`config.mk`:
```
export PLATFORM = sky130hd
export DESIGN_NAME = regfile_write_arbiter_flat
export DESIGN_NICKNAME = d
export VERILOG_FILES = /design/src/rtl/regfile_write_arbiter_if.sv /design/src/rtl/regfile_write_arbiter.sv /design/src/flat_wrapper.sv
export SDC_FILE = /design/constraint.sdc
export NUM_CORES = 1
export LEC_CHECK = 0
export CAP_MARGIN = 20
export CORE_ASPECT_RATIO = 1.4
export CORE_MARGIN = 1.5
export CORE_UTILIZATION = 58
export DETAILED_ROUTE_END_ITERATION = 6
export PLACE_DENSITY = 0.87
export REMOVE_ABC_BUFFERS = 1
export SETUP_SLACK_MARGIN = 0.1
export SLEW_MARGIN = 20
export SYNTH_ARGS = -nofsm -noshare
export SYNTH_HDL_FRONTEND = slang
export SYNTH_SLANG_ARGS = --single-unit
```
`constraint.sdc`:
```
create_clock -name clk -period 7.4 [get_ports clk]
set_clock_uncertainty 0.15 [all_clocks]
set_input_delay 1.48 -clock clk [delete_from_list [all_inputs] [get_ports clk]]
set_output_delay 1.48 -clock clk [all_outputs]
set_load 0.005 [all_outputs]
```
`src/rtl/regfile_write_arbiter_if.sv`:
```
// rtl/regfile_write_arbiter_if.sv - bus bundle for the register-file write arbiter
//
// Groups every non-clock/reset signal of regfile_write_arbiter.
//   master : source side (pipeline + long-latency unit), consumes the write port
//   slave  : the arbiter itself
// Signals:
//   stall                   pipeline stall, blocks register-file writes
//   wb_we/wb_rd/wb_data     pipeline writeback
//   lu_valid/lu_ready       long-latency handshake
//   lu_rd/lu_data           long-latency destination and result
//   WE3/A3/WD3              registered register-file write port
//   pending                 per-register "live buffered write" mask
//   fifo_count              occupied buffer slots, live or killed
interface regfile_write_arbiter_if #(
  parameter int REG_ADDR_WIDTH = 5,
  parameter int REG_DATA_WIDTH = 32,
  parameter int REG_COUNT      = 1 << REG_ADDR_WIDTH,
  parameter int FIFO_DEPTH     = 4
);
  localparam int COUNT_W = $clog2(FIFO_DEPTH) + 1;

  logic                      stall;
  logic                      wb_we;
  logic [REG_ADDR_WIDTH-1:0] wb_rd;
  logic [REG_DATA_WIDTH-1:0] wb_data;
  logic                      lu_valid;
  logic                      lu_ready;
  logic [REG_ADDR_WIDTH-1:0] lu_rd;
  logic [REG_DATA_WIDTH-1:0] lu_data;
  logic                      WE3;
  logic [REG_ADDR_WIDTH-1:0] A3;
  logic [REG_DATA_WIDTH-1:0] WD3;
  logic [REG_COUNT-1:0]      pending;
  logic [COUNT_W-1:0]        fifo_count;

  modport master (
    output stall, wb_we, wb_rd, wb_data, lu_valid, lu_rd, lu_data,
    input  lu_ready, WE3, A3, WD3, pending, fifo_count
  );

  modport slave (
    input  stall, wb_we, wb_rd, wb_data, lu_valid, lu_rd, lu_data,
    output lu_ready, WE3, A3, WD3, pending, fifo_count
  );
endinterface

```
`src/rtl/regfile_write_arbiter.sv`:
```
// rtl/regfile_write_arbiter.sv - single write port arbiter for the pipeline register file
//
// Merges pipeline writeback and buffered long-latency results into one
// registered write per cycle, keeping write-after-write order.
// Ports:
//   clk  rising-edge clock
//   rst  synchronous, active-high reset
//   bus  regfile_write_arbiter_if.slave (see interface for signal list)
module regfile_write_arbiter #(
  parameter int REG_ADDR_WIDTH = 5,
  parameter int REG_DATA_WIDTH = 32,
  parameter int REG_COUNT      = 1 << REG_ADDR_WIDTH,
  parameter int FIFO_DEPTH     = 4
) (
  input  logic                    clk,
  input  logic                    rst,
  regfile_write_arbiter_if.slave  bus
);
  localparam int PTR_W   = $clog2(FIFO_DEPTH);
  localparam int COUNT_W = PTR_W + 1;

  logic [REG_ADDR_WIDTH-1:0] ent_rd   [FIFO_DEPTH];
  logic [REG_DATA_WIDTH-1:0] ent_data [FIFO_DEPTH];
  logic [FIFO_DEPTH-1:0]     ent_live;
  logic [PTR_W-1:0]          wr_ptr;
  logic [PTR_W-1:0]          rd_ptr;
  logic [COUNT_W-1:0]        count;

  logic                      wb_fire;
  logic                      push;
  logic                      pop;
  logic [REG_COUNT-1:0]      pend_c;

  // Readiness looks only at the registered count, so a full buffer never
  // accepts even when it is being drained in the same cycle.
  assign bus.lu_ready   = (count < COUNT_W'(FIFO_DEPTH));
  assign bus.fifo_count = count;

  assign wb_fire = !bus.stall && bus.wb_we && (bus.wb_rd != '0);
  // Results aimed at x0 complete the handshake but are never stored.
  assign push    = bus.lu_valid && bus.lu_ready && (bus.lu_rd != '0);
  assign pop     = !bus.stall && !wb_fire && (count != '0);

  always_ff @(posedge clk) begin
    if (push) begin
      ent_rd[wr_ptr]   <= bus.lu_rd;
      ent_data[wr_ptr] <= bus.lu_data;
    end
  end

  always_ff @(posedge clk) begin
    if (rst) begin
      ent_live <= '0;
      wr_ptr   <= '0;
      rd_ptr   <= '0;
      count    <= '0;
    end else begin
      // A pipeline write is always newer than anything buffered, so older
      // buffered writes to the same register must never reach the file.
      for (int i = 0; i < FIFO_DEPTH; i++) begin
        if (wb_fire && (ent_rd[i] == bus.wb_rd)) begin
          ent_live[i] <= 1'b0;
        end
      end
      if (pop) begin
        ent_live[rd_ptr] <= 1'b0;
        rd_ptr           <= rd_ptr + PTR_W'(1);
      end
      // Push slot is never the popped slot: push needs count<DEPTH and pop
      // needs count>0, so the pointers differ whenever both happen.
      if (push) begin
        ent_live[wr_ptr] <= !(wb_fire && (bus.lu_rd == bus.wb_rd));
        wr_ptr           <= wr_ptr + PTR_W'(1);
      end
      if (push && !pop) begin
        count <= count + COUNT_W'(1);
      end else if (pop && !push) begin
        count <= count - COUNT_W'(1);
      end
    end
  end

  always_ff @(posedge clk) begin
    if (rst) begin
      bus.WE3 <= 1'b0;
      bus.A3  <= '0;
      bus.WD3 <= '0;
    end else if (bus.stall) begin
      bus.WE3 <= 1'b0;
    end else if (wb_fire) begin
      bus.WE3 <= 1'b1;
      bus.A3  <= bus.wb_rd;
      bus.WD3 <= bus.wb_data;
    end else if (pop) begin
      // A killed head is dropped silently; address/data keep their old value.
      bus.WE3 <= ent_live[rd_ptr];
      if (ent_live[rd_ptr]) begin
        bus.A3  <= ent_rd[rd_ptr];
        bus.WD3 <= ent_data[rd_ptr];
      end
    end else begin
      bus.WE3 <= 1'b0;
    end
  end

  always_comb begin
    pend_c = '0;
    for (int i = 0; i < FIFO_DEPTH; i++) begin
      if (ent_live[i]) begin
        pend_c[ent_rd[i]] = 1'b1;
      end
    end
  end

  assign bus.pending = {pend_c[REG_COUNT-1:1], 1'b0};
endmodule

```
`src/flat_wrapper.sv`:
```
// flat-port wrapper written by rule: the top's interface ports become plain ports
module regfile_write_arbiter_flat 
#(
  parameter int REG_ADDR_WIDTH = 5,
  parameter int REG_DATA_WIDTH = 32,
  parameter int REG_COUNT      = 1 << REG_ADDR_WIDTH,
  parameter int FIFO_DEPTH     = 4
)
  (clk, rst, bus_stall, bus_wb_we, bus_wb_rd, bus_wb_data, bus_lu_valid, bus_lu_rd, bus_lu_data, bus_lu_ready, bus_WE3, bus_A3, bus_WD3, bus_pending, bus_fifo_count);
  regfile_write_arbiter_if #(.REG_ADDR_WIDTH(REG_ADDR_WIDTH), .REG_DATA_WIDTH(REG_DATA_WIDTH), .REG_COUNT(REG_COUNT), .FIFO_DEPTH(FIFO_DEPTH)) bus_i ();
  input  logic clk;
  input  logic rst;
  input wire logic [$bits(bus_i.stall)-1:0] bus_stall;
  input wire logic [$bits(bus_i.wb_we)-1:0] bus_wb_we;
  input wire logic [$bits(bus_i.wb_rd)-1:0] bus_wb_rd;
  input wire logic [$bits(bus_i.wb_data)-1:0] bus_wb_data;
  input wire logic [$bits(bus_i.lu_valid)-1:0] bus_lu_valid;
  input wire logic [$bits(bus_i.lu_rd)-1:0] bus_lu_rd;
  input wire logic [$bits(bus_i.lu_data)-1:0] bus_lu_data;
  output wire logic [$bits(bus_i.lu_ready)-1:0] bus_lu_ready;
  output wire logic [$bits(bus_i.WE3)-1:0] bus_WE3;
  output wire logic [$bits(bus_i.A3)-1:0] bus_A3;
  output wire logic [$bits(bus_i.WD3)-1:0] bus_WD3;
  output wire logic [$bits(bus_i.pending)-1:0] bus_pending;
  output wire logic [$bits(bus_i.fifo_count)-1:0] bus_fifo_count;
  assign bus_i.stall = bus_stall;
  assign bus_i.wb_we = bus_wb_we;
  assign bus_i.wb_rd = bus_wb_rd;
  assign bus_i.wb_data = bus_wb_data;
  assign bus_i.lu_valid = bus_lu_valid;
  assign bus_i.lu_rd = bus_lu_rd;
  assign bus_i.lu_data = bus_lu_data;
  assign bus_lu_ready = bus_i.lu_ready;
  assign bus_WE3 = bus_i.WE3;
  assign bus_A3 = bus_i.A3;
  assign bus_WD3 = bus_i.WD3;
  assign bus_pending = bus_i.pending;
  assign bus_fifo_count = bus_i.fifo_count;
  regfile_write_arbiter #(.REG_ADDR_WIDTH(REG_ADDR_WIDTH), .REG_DATA_WIDTH(REG_DATA_WIDTH), .REG_COUNT(REG_COUNT), .FIFO_DEPTH(FIFO_DEPTH)) u_core (.clk(clk), .rst(rst), .bus(bus_i));
endmodule
```
; ---- Yosys cells after proc, flatten, opt, wreduce, memory -nomap -nowiden
; Memories as Yosys holds them, arrays and structs flattened. A register that Yosys moved wholly into a read port is not among the register bits.
; Index checks and enable logic that the tools add are counted.
[word_totals]
reg_bits = 49
ram_bits = 148
inputBits = 79
output_inout_bits = 74
elab_cells = 115
memories = 2
[classes]
addsub = 4
magnitude_cmp = 13
eq_ne = 5
muxes = 46
n_bitwise = 6
n_reduce_logical = 32
[mem_list]
columns = memory, depth, width, read_ports, rd_ports_with_merged_regs, wr, line_no
row1 = u_core.ent_data, 4, 32, 1, 1, 1, regfile_write_arbiter.sv:23  ; logic [REG_DATA_WIDTH-1:0] ent_data [FIFO_DEPTH];
row2 = u_core.ent_rd, 4, 5, 5, 1, 1, regfile_write_arbiter.sv:22  ; logic [REG_ADDR_WIDTH-1:0] ent_rd [FIFO_DEPTH];
[ops]
columns = operator, count
row1 = 2-to-1 mux 32 bit, 7
row2 = bitwise OR 32 bit, 3
row3 = == test 5 bit, 5
row4 = "less-than comparator 5 x 6 -> 1 bit, second input constant", 4
row5 = demux 1 bit (select 5 bit), 4
row6 = ">= comparator 5 x 1 -> 1 bit, second input constant", 4
row7 = logical AND 1 bit, 19
row8 = 2-to-1 mux 1 bit, 19
row9 = 2-to-1 mux 5 bit, 3
row10 = 2-to-1 mux 4 bit, 3
row11 = nonzero test 5 bit, 2
row12 = 2-to-1 mux 2 bit, 4
row13 = "less-than comparator 2 x 3 -> 1 bit, second input constant", 2
row14 = 2-to-1 mux 3 bit, 2
row15 = nonzero test 2 bit, 3
row16 = logical NOT 1 bit, 5
row17 = "adder 2 x 1 -> 2 bit, second input constant", 2
row18 = AND 4 bit, 1
row19 = bitwise mux 4 bit, 1
row20 = demux 1 bit (select 2 bit), 2
row21 = ">= comparator 2 x 1 -> 1 bit, second input constant", 2
row22 = inverter 4 bit, 1
row23 = "adder 3 x 1 -> 3 bit, second input constant", 1
row24 = "less-than comparator 3 bit, second input constant", 1
row25 = other kinds (6), 6

; ---- Longest topological paths before layout
; Gate-level depths: netlist (run 1).
; An unclocked memory read counts as a cell.
[depth]
depth_word = 12
depth_mapped = 10
mapped_depth_nobuf = 9

; ---- Least setup slack after synthesis (run 1)
; No wires, ideal clock.
[synth_timing]
kind = input port to flip-flop
startpoint = input bus_lu_valid
endpoint = register u_core.ent_live[0]
setup_ns = 0.099
t_arrival_ns = 5.183
required_time_ns = 7.151
path_slack_ns = 1.968
path_stages = 4
path_buffers = 0
path_cell_list = nand2b_1 -> a211oi_1 -> o311ai_0 -> o31ai_1
[synth_between]
elab_chain_len = 3
[synth_rtl]
columns = element, line_no
row1 = from (decl), flat_wrapper.sv:17  ; input wire logic [$bits(bus_i.lu_valid)-1:0] bus_lu_valid;
row2 = logical AND 1 bit (2 in a row), regfile_write_arbiter.sv:41  ; assign push = bus.lu_valid && bus.lu_ready && (bus.lu_rd != '0);
row3 = 2-to-1 mux 4 bit, regfile_write_arbiter.sv:71  ; if (push) begin
row4 = "to (signal, indexed assignment)", regfile_write_arbiter.sv:72  ; ent_live[wr_ptr] <= !(wb_fire && (bus.lu_rd == bus.wb_rd));
row5 = to (decl), regfile_write_arbiter.sv:24  ; logic [FIFO_DEPTH-1:0] ent_live;
; No other way between the ends.
; A chain may end at the register's enable or synchronous reset.

==> results of run 1 <==
==> cells in the final DEF (no fill, tap or decap), types with 17 or more instances in the layout <==
cell type and n:
clkdlybuf4s50_1 151, edfxtp_1 148, dfxtp_1 49, a221o_1 43
mux4_2 37, and4_1 33, nor2_1 21, nand2_1 18
xnor2_1 18, clkbuf_16 17
==> power breakdown <==
group	switching, mW	internal, mW
Sequential	0.0963	1.35
Combinational	0.287	0.292
Clock	0.427	0.457
Total	0.810	2.10
==> kinds of logic after synthesis <==
group	Yosys count
DFF	199
and+or+nand+nor	144
buffers and inverters	67
adders and majority gates	10
xor gates and xnor gates	28
other	1
AOI/OAI and AO/OA	129
muxes	43
==> stage by stage <==
| step | cell area, um^2 | util, % | worst slack (ps) |
|---|---|---|---|
| 5_1_grt | 11300 | 72.7 | 3010 |
| 4_1_cts | 11300 | 72.7 | 3100 |
| 2_1_floorplan | 8800 | - | 1970 |
| 6_report | 11300 | 72.7 | 2950 |
| 3_5_place_dp | 10700 | 69.0 | 2770 |
| 3_3_place_gp | 10700 | 69.0 | 2890 |
==> critical path, cell delays in order, from the launching register on <==
cell and delay (ps):
edfxtp_1 500, nor3b_1 950, a22oi_1 260, o221ai_1 140
clkdlybuf4s50_1 550
==> metal layers <==
| layer | GRT usage [%] | share of wire [%] |
|---|---|---|
| met1 | 35.6 | 36 |
| met2 | 53.4 | 53 |
| met3 | 6.28 | 6.9 |
| met4 | 12.6 | 3.7 |
| met5 | 0 | 0 |
==> sequential cells by signal (all words and copies together), names as in the netlist, named ones only <==
signal	count
u_core.bus.fifo_count	3
u_core.ent_data	128
u_core.wr_ptr	2
u_core.rd_ptr	2
u_core.bus.WD3	32
u_core.bus.A3	5
u_core.ent_rd	20
u_core.bus.WE3	1
u_core.ent_live	4
==> how the worst max path moves through the flow <==
stage	startpoint	end	slack [ps]	cells past startpoint
global placement	bus_lu_rd[1]	u_core.bus.fifo_count[2]	2890	9
finish	u_core.ent_rd[0][1]	bus_pending[28]	2950	4
floorplan	bus_lu_valid	u_core.ent_live[0]	1970	4
CTS	u_core.ent_rd[0][1]	bus_pending[28]	3100	4
detailed placement	bus_lu_rd[0]	u_core.bus.fifo_count[2]	2770	9
global route	u_core.ent_rd[0][1]	bus_pending[28]	3010	4
==> layout make-up <==
type,instances,area [um^2],share of cell area (%)
clock buffers,19,443,3.94
clock inverters,13,133,1.18
inverters,13,48.8,0.434
multi-input cells,355,3350,29.7
flip-flops and latches,199,5470,48.6
well taps,196,245,2.18
repair buffers,159,1570,14.0
==> metrics.csv, run 1 <==
metric,value,unit
run status,"complete, no violations",
biggest area consumer among synthesized cells,edfxtp_1,
Total Neg Setup Slack,0,ps
largest family of logic cells by synthesized area,compound AO/OA/AOI/OAI gates,
DRT antenna net count,0,
Pleak,3.64,nW
"count leader, synth",edfxtp_1,
Post-CTS Resized,0,
Slew Limit Fails,0,
CTS tree,done,
non-filler instance count after layout,954,
Rel. slew slack,24.0,%
Crit Path Class,reg2out,
insertion delay to the later sink of the worst-skew pair,420,ps
grt total ovfl,0,
Yosys warnings,0,
CP required,5770,ps
share of layout cells above drive strength 1,13.3,%
DP Wirelength,16000,um
mux contribution to synthesized area,10.0,%
hold endpoint,u_core.bus.WD3[14],
IO Port Bufs,151,
vias,6509,
final hold violation count,0,
drt drc,0,
Max VDD drop,0.193,mV
# hold bufs at CTS,0,
Post-CTS Setup Bufs,0,
gr usage total,30.3,%
Post-synth top cells,"edfxtp_1, dfxtp_1, a221o_1, mux4_2, and4_1",
initial drt markers,948,
Setup crit end kind,output pin,
crit path DAT,2820,ps
Yosys top cell area share,48.8,%
fin crit share,60.2,%
routed vias/inst,6.82,
final setup fails,0,
WHS Path Cells,1,
worst hold path type,reg2reg,
drt total wl,24000,um
Worst Min Path Start,u_core.bus.WD3[14],
clk sinks,199,
vias in the first global route,6544,
reg-to-reg startpoint,u_core.bus.fifo_count[2],
commonest register cell after synthesis,edfxtp_1,
CTS Buf Count,17,
clock root buffer,clkbuf_16,
fin crit period,4450,ps
Crit Path Max Fanout,7,
RSZ-0062 raised after global routing,no,
reg2reg setup slack,4690,ps
Max Clock Freq,225,MHz
total die area,0.0165,mm^2
Max H-tree Level,4,
Longest Clk Path Bufs,2,
Synth Register Bits,199,
post-synth cell types,50,
Synth Cell Area,0.00910,mm^2
largest cells by area after synthesis,"edfxtp_1, dfxtp_1, mux4_2",
number of synthesized flops with an enable pin,148,
largest net degree at the start of global routing,47,
initial antenna violation count,0,
Cell Pwr Density,258,mW/mm^2
Compound-Gate Fraction of Synth Area,11.7,%
number of core rows,54,
post-synthesis xor/xnor area fraction,2.69,%
DRT Pass-1 Iters,6,
Top-Level Pins,153,
max cap viols,0,
crit path launch type,flip-flop,
Worst Tran Pin Value,1140,ps
first-pass GRT wire length,36700,um
total power,2.90,mW
post-synthesis simple-gate area fraction,10.2,%
die width,109,um
placed instance count,922,
n_diodes,0,
Synth Area in Adders,1.46,%
sequential share of the synthesized area,60.0,%
GPL Wtd Cong,0.965,
Syn Area/Cell,14.7,um^2
Mapped Cells,621,
Placeable Area,0.0155,mm^2
Area Growth Syn to Fin,23.6,%
Initial Utilization,58.8,%
WHS,346,ps
Reg-to-Reg End,u_core.bus.fifo_count[2],
"CTS clk-pin slew, worst paths",70,ps
nets@finish,834,
fill cell count,956,
drt wl/cell,25.2,um
asr flop ratio synth,0,%
Worst R2R Path Depth,8,
Die H,151,um
No activity file was read; power rests on OpenSTA's default activity.
==> run 2: changes to the inputs <==
CORE_UTILIZATION = 48   (was 58)
PLACE_DENSITY = 0.77   (was 0.87)
clock period = 3.6 ns   (was 7.4 ns; I/O delays follow)
==> metrics.csv, run 2 (same netlist as run 1, synthesis figures left out) <==
metric,value,unit
vias in the first global route,6987,
clock root buffer,clkbuf_16,
non-filler instance count after layout,1026,
RSZ-0062 raised after global routing,no,
CTS tree,done,
largest net degree at the start of global routing,40,
Crit Path Max Fanout,10,
wire length on met1,8800,um
WL met2,13800,um
Rel. slew slack,30.3,%
Post-CTS Resized,0,
insertion delay to the later sink of the worst-skew pair,430,ps
Placeable Area,0.0186,mm^2
Worst Tran Pin Value,1040,ps
"CTS clk-pin slew, worst paths",80,ps
Die H,166,um
drt drc,0,
Slew Limit Fails,0,
Max VDD drop,0.357,mV
Post-CTS Setup Bufs,0,
Longest Clk Path Bufs,2,
crit path launch type,flip-flop,
# hold bufs at CTS,0,
"commonest non-fill, non-tap cell in the layout",clkdlybuf4s50_1,
number of core rows,59,
fin crit share,94.1,%
drt total wl,25400,um
IO Port Bufs,151,
worst hold path type,reg2reg,
Max H-tree Level,4,
clk sinks,199,
initial drt markers,563,
run status,"complete, no violations",
share of layout cells above drive strength 1,16.0,%
grt total ovfl,0,
Finished Core Util,62.4,%
top layer in use,met4,
FF/Latch Area,0.00547,mm^2
fill cell count,1392,
Cell Pwr Density,530,mW/mm^2
final setup fails,0,
drt wl/cell,24.8,um
die width,119,um
total die area,0.0198,mm^2
Final Cell Area,0.0116,mm^2
max cap viols,0,
Multi-input gate area,0.00335,mm^2
gr usage total,26.1,%
CP required,2730,ps
CTS Buf Count,17,
DRT antenna net count,0,
fin crit period,3390,ps
vias,6603,
Pleak,3.80,nW
n_diodes,0,
first-pass GRT wire length,39500,um
Max Clock Freq,295,MHz
Setup crit end kind,output pin,
nets@finish,858,
max reg flops,128,
placed instance count,994,
GPL Wtd Cong,0.908,
"commonest cells after routing, fill and taps aside","clkdlybuf4s50_1, edfxtp_1, dfxtp_1",
Crit Path Class,reg2out,
DRT Pass-1 Iters,5,
Initial Utilization,48.9,%
Post-DP Area,0.0110,mm^2
Top-Level Pins,153,
total power,6.15,mW
crit path DAT,2520,ps
WL met3,1590,um
Area Growth Syn to Fin,27.5,%
Top Registers,"u_core.ent_data x128, u_core.bus.WD3 x32, u_core.ent_rd x20",
initial antenna violation count,0,
Reg with most FFs,u_core.ent_data,
final hold violation count,0,
DP Wirelength,17100,um
routed vias/inst,6.44,
-- run 2: cell count changes in the layout (fill, tap and decap cells not counted), sizes merged --
| cell | delta |
|---|---|
| bufinv | +1 |
| inv | +2 |
| clkinv | -1 |
| buf | +24 |
| clkinvlp | -2 |
-- run 2: critical path, cell delays in order (launching register included) --
cell	delay (ps)
edfxtp_1	600
or3b_2	590
o22ai_1	180
a221o_1	190
clkdlybuf4s50_1	530
-- run 2: layout make-up --
class | instances | share of cell area, %
clock buffer | 19 | 4.00
clock inverter | 13 | 1.30
inverter | 13 | 0.421
multi-input combinational | 355 | 28.9
sequential | 199 | 47.1
tap | 244 | 2.63
timing repair buffer | 183 | 15.6
-- run 2: final timing paths --
| check | slack [ps] | to | from | depth (start not counted) |
|---|---|---|---|---|
| max | 210 | bus_pending[10] | u_core.ent_rd[2][4] | 4 |
| min | 340 | u_core.bus.WD3[27] | u_core.bus.WD3[27] | 1 |
| max reg2reg | 850 | u_core.bus.fifo_count[2] | u_core.bus.fifo_count[0] | 9 |
| min reg2reg | 340 | u_core.bus.WD3[27] | u_core.bus.WD3[27] | 1 |
-- run 2: per-stage QoR --
step	setup WS [ps]	hold slack, ps	setup TNS [ps]
after detailed placement	-62.5	322	-62.5
final	213	342	0
after CTS	251	345	0
after global placement	65.7	321	0
after global routing	164	365	0
after floorplan	-1070	329	-118770
-- run 2: power breakdown --
| part | switching [mW] | total (mW) | internal [mW] |
|---|---|---|---|
| Sequential | 0.204 | 2.97 | 2.77 |
| Clock | 0.883 | 1.93 | 1.05 |
| Combinational | 0.601 | 1.25 | 0.647 |
| Total | 1.69 | 6.15 | 4.46 |
-- run 2: metal layers --
metal	track usage, %	up-vias
met2	48.3	403
li1	-	2838
met1	28.6	3264
met5	0	-
met3	4.05	98
met4	13.8	0
